[config.mk]
export PLATFORM = sky130hd
export DESIGN_NAME = serial_rx_framer
export DESIGN_NICKNAME = d
export VERILOG_FILES = /design/src/rtl/serial_rx_framer.sv
export SDC_FILE = /design/constraint.sdc
export NUM_CORES = 1
export LEC_CHECK = 0
export CORE_UTILIZATION = 40
export DETAILED_ROUTE_END_ITERATION = 16
export PLACE_DENSITY = 0.68
export SYNTH_ARGS = -nofsm -noshare
export SYNTH_HDL_FRONTEND = slang
export SYNTH_SLANG_ARGS = --single-unit
export TNS_END_PERCENT = 30
[constraint.sdc]
create_clock -name Clk_S -period 2.4 [get_ports Clk_S]
set_input_delay 0.36 -clock Clk_S [delete_from_list [all_inputs] [get_ports Clk_S]]
set_output_delay 0.36 -clock Clk_S [all_outputs]
set_load 0.01 [all_outputs]
[src/rtl/serial_rx_framer.sv]
// serial_rx_framer: hunts the line for a start pattern, shifts in a payload MSB-first
// with optional even parity, and offers it through a ready/valid holding register.
module serial_rx_framer #(
    parameter int                   DATA_W    = 55,
    parameter int                   START_LEN = 2,
    parameter logic [START_LEN-1:0] START_PAT = 2'b01,
    parameter bit                   PARITY_EN = 1'b0
) (
    input  logic              Clk_S,
    input  logic              Rst_n,
    input  logic              S_Data,
    input  logic              RX_Ready,
    output logic [DATA_W-1:0] RX_Data,
    output logic              RX_Data_Valid,
    output logic              Frame_Err,
    output logic              Overrun,
    output logic              Busy
);
    localparam int CW = $clog2(DATA_W + 1);

    typedef enum logic [1:0] {HUNT, DATA, PAR} state_t;

    state_t                 state, state_n;
    logic [START_LEN-1:0]   hunt, hunt_n;
    logic [DATA_W-1:0]      sh, sh_n, word;
    logic [CW-1:0]          cnt, cnt_n;
    logic                   last, good, bad, load;

    always_comb begin
        state_n = state;
        hunt_n  = hunt;
        sh_n    = sh;
        cnt_n   = cnt;
        word    = sh;
        good    = 1'b0;
        bad     = 1'b0;
        last    = cnt == CW'(DATA_W - 1);
        case (state)
            HUNT: begin
                hunt_n = START_LEN'({hunt, S_Data});
                if (hunt_n == START_PAT) begin
                    state_n = DATA;
                    cnt_n   = '0;
                end
            end
            DATA: begin
                sh_n  = {sh[DATA_W-2:0], S_Data};
                cnt_n = cnt + 1'b1;
                word  = sh_n;
                if (last) begin
                    state_n = PARITY_EN ? PAR : HUNT;
                    hunt_n  = PARITY_EN ? hunt : ~START_PAT;
                    good    = !PARITY_EN;
                end
            end
            PAR: begin
                state_n = HUNT;
                hunt_n  = ~START_PAT;
                bad     = ^{sh, S_Data};
                good    = ~bad;
            end
            default: state_n = HUNT;
        endcase
        // a good frame only lands if the holding register is free or emptying now
        load = good & (~RX_Data_Valid | RX_Ready);
    end

    always_ff @(posedge Clk_S or negedge Rst_n) begin
        if (!Rst_n) begin
            state         <= HUNT;
            hunt          <= ~START_PAT;
            sh            <= '0;
            cnt           <= '0;
            RX_Data       <= '0;
            RX_Data_Valid <= 1'b0;
            Frame_Err     <= 1'b0;
            Overrun       <= 1'b0;
        end else begin
            state         <= state_n;
            hunt          <= hunt_n;
            sh            <= sh_n;
            cnt           <= cnt_n;
            RX_Data       <= load ? word : RX_Data;
            RX_Data_Valid <= load | (RX_Data_Valid & ~RX_Ready);
            Frame_Err     <= bad;
            Overrun       <= good & RX_Data_Valid & ~RX_Ready;
        end
    end

    assign Busy = state != HUNT;
endmodule

==> results.py <==
metrics = {
    "logic_synthesis": {
        "syn_inst": 279,
        "ys_seq_elements": 120,
        "synth_area_sq_mm": 0.00489,
        "synth.area.mux_share": 0.298,
        "yosysUniqueCellTypes": 25,
        "syn_avg_cell_area_sq_um": 17.5,
        "synth_compound_area_frac": 0.0113,
        "synth_nets": 285,
        "yosysSeqAreaShare": 0.614,
        "yosysWarnings": 0,
        "yosys.area_share.simple": 0.0207,
        "synth-xor-area-share": 0.00537,
        "synth_top_family_by_area": "multiplexers",
        "synthAdderAreaFrac": 0.00512,
    },
    "cts": {
        "cts.hold.buffers_added": 1,
        "cts_tree": "done",
        "post-cts-setup-buffers": 0,
        "ctsLongestPathBuffers": 2,
        "clkSinkCount": 120,
        "cts-root-buf": "clkbuf_16",
        "clk_pin_slew_worst_paths_ps": 50,
        "htree_levels": 4,
        "cts_made_buffers": 17,
        "post_cts_resized": 0,
        "clock_latency_ps": 390,
    },
    "critical_path": {
        "r2r_cells": 6,
        "cpPeakStageDelay_ps": 420,
        "cpMaxStageDelayCell": "dfrtp_1",
        "critPathRequiredTime_ps": 2680,
        "critPathCaptureType": "flip-flop",
        "r2r_setup_slack_ps": 510,
        "start_kind": "flip-flop",
        "crit_path_cell_trace": "inv_1, ha_1, nand4b_4, nor3b_4, buf_12, mux2_2",
        "r2r-start": "cnt[0]",
        "worstPathArrival_ps": 2160,
        "cp_max_fo": 32,
        "critical_path_class": "flip-flop to flip-flop",
        "r2r_end": "RX_Data[3]",
    },
    "power": {
        "power_density_mw_per_mm2": 1380,
        "p_leak_nw": 2.83,
        "vdd.ir_drop.worst_uv": 500,
        "p_total_mw": 8.59,
    },
    "placement": {
        "gp_congestion": 0.687,
        "dpl.hpwl_mm": 4.98,
        "portBuffers": 61,
    },
    "timing": {
        "fmax_mhz": 530,
        "drv_slew": 0,
        "finalCriticalPeriod_ps": 1890,
        "fin_tns_setup_ps": 0,
        "fin_crit_sh": 0.786,
        "worst_pin_slew_ps": 566,
        "final_hold_viol_count": 0,
        "rsz0062_at_grt": "no",
        "setup_viol_count_final": 0,
        "skew_ps": 6.95,
        "slew-limit-headroom": 0.623,
    },
    "route": {
        "vias_per_cell": 4.76,
        "dr.first_iter.drc_count": 72,
        "drtAntennaViolNets": 0,
        "routed_wl_mm": 7.60,
        "vias": 2430,
        "drc": 0,
        "dr.pass1.iters": 4,
        "wire_per_inst_microns": 14.9,
    },
    "die": {
        "io_pins": 63,
        "dieArea_sq_mm": 0.0127,
        "die-height_microns": 113,
        "die-width_microns": 113,
        "row_count": 40,
        "core_sq_mm": 0.0120,
        "initial_core_util": 0.409,
    },
    "cells_and_area": {
        "n_antenna_cell": 0,
        "area_delta_synth_final_pct": 27.1,
        "layout_commonest_cell": "dfrtp_1",
        "drive_gt1_frac": 0.424,
        "mostFrequentLayoutCells": "dfrtp_1, mux2_2, clkdlybuf4s50_1",
        "nets": 358,
    },
    "global_routing": {
        "grt_pass1_wl_mm": 13.2,
        "grt_overflow": 0,
        "grt_antenna_before_repair": 0,
        "grt_pass1_vias": 2663,
        "grt_max_degree": 43,
        "grt_usage": 0.134,
    },
    "run_status": {
        "status": "completed",
    },
    "job": {
        "maxCapViolCount": 0,
    },
    "worst_hold_path": {
        "hold_class": "primary input to asynchronous set/reset pin",
    },
}
flip-flops by register name (all words and copies together), names as in the netlist:
name           flops
state              1
Overrun            1
RX_Data_Valid      1
RX_Data           55
sh                55
cnt                6
hunt               1
cell usage after synthesis (all sizes together):
master,number,area (sq um)
nand2b,1,6.26
or2,1,6.26
mux2,111,1440
inv,3,11.3
a22o,4,36.3
dfrtp,120,3000
nand4b,2,32.5
buf,15,205
nor3b,1,12.5
nand2,3,13.8
xor2,1,8.76
nand3,3,15.0
nor2,4,15.0
ha,2,25.0
xnor2,2,17.5
mux2i,2,20.0
conb,1,3.75
a211o,1,8.76
a21oi,2,10.0
how the worst max path moves through the flow:
| stage | start | endpoint | slack, ps | depth (start not counted) |
|---|---|---|---|---|
| 2_1_floorplan | cnt[0] | RX_Data[10] | 720 | 7 |
| 3_3_place_gp | RX_Ready | RX_Data[3] | 370 | 5 |
| 3_5_place_dp | RX_Ready | RX_Data[3] | 350 | 5 |
| 4_1_cts | cnt[0] | RX_Data[3] | 480 | 6 |
| 5_1_grt | cnt[0] | RX_Data[3] | 390 | 6 |
| 6_report | cnt[0] | RX_Data[3] | 510 | 6 |
worst max-delay path: cells and delay by family (launching register included):
kind	cells	cell delay, ps
and+or+nand+nor	2	430
adders and majority gates	1	180
buffers and inverters	2	380
muxes	1	360
DFF	1	420
area by class of cell:
class,count,area [sq um]
Timing Repair Buffer,69,721
Clock buffer,21,470
Fill cell,983,5750
Inverter,3,11.3
Multi-Input combinational cell,141,1680
Clock inverter,9,148
Sequential cell,120,3000
Tap cell,147,184
report_power, final:
group	internal (mW)	leakage, nW	switching (mW)
combinational	1.69	0.998	1.03
sequential	2.79	1.53	0.463
clock	1.80	0.305	0.819
cells by family after synthesis:
family                   count (synthesis)
XOR/XNOR                                 3
AND/OR/NAND/NOR                         15
flip-flops                             120
buffers and inverters                   18
adder cells (fa/ha/maj)                  2
AO/OA/AOI/OAI                            7
multiplexers                           113
other                                    1
per-layer routing:
metal	vias to the layer above	global-route usage	part of all wire
li1	1138	-	-
met1	1231	0.178	0.48
met2	56	0.198	0.46
met3	5	0.0508	0.045
met4	0	0.0507	0.0080
met5	-	0	0
stage by stage:
step	setup WS (ps)	area, sq um	util	hold slack [ps]	std cells
final	513	6210	0.519	494	510
after detailed placement	346	5590	0.467	394	479
after global placement	372	5590	0.467	381	479
after CTS	483	6210	0.519	502	510
after global routing	390	6210	0.519	520	510
after floorplan	721	4890	-	64.4	279
No activity file was read; power rests on OpenSTA's default activity.
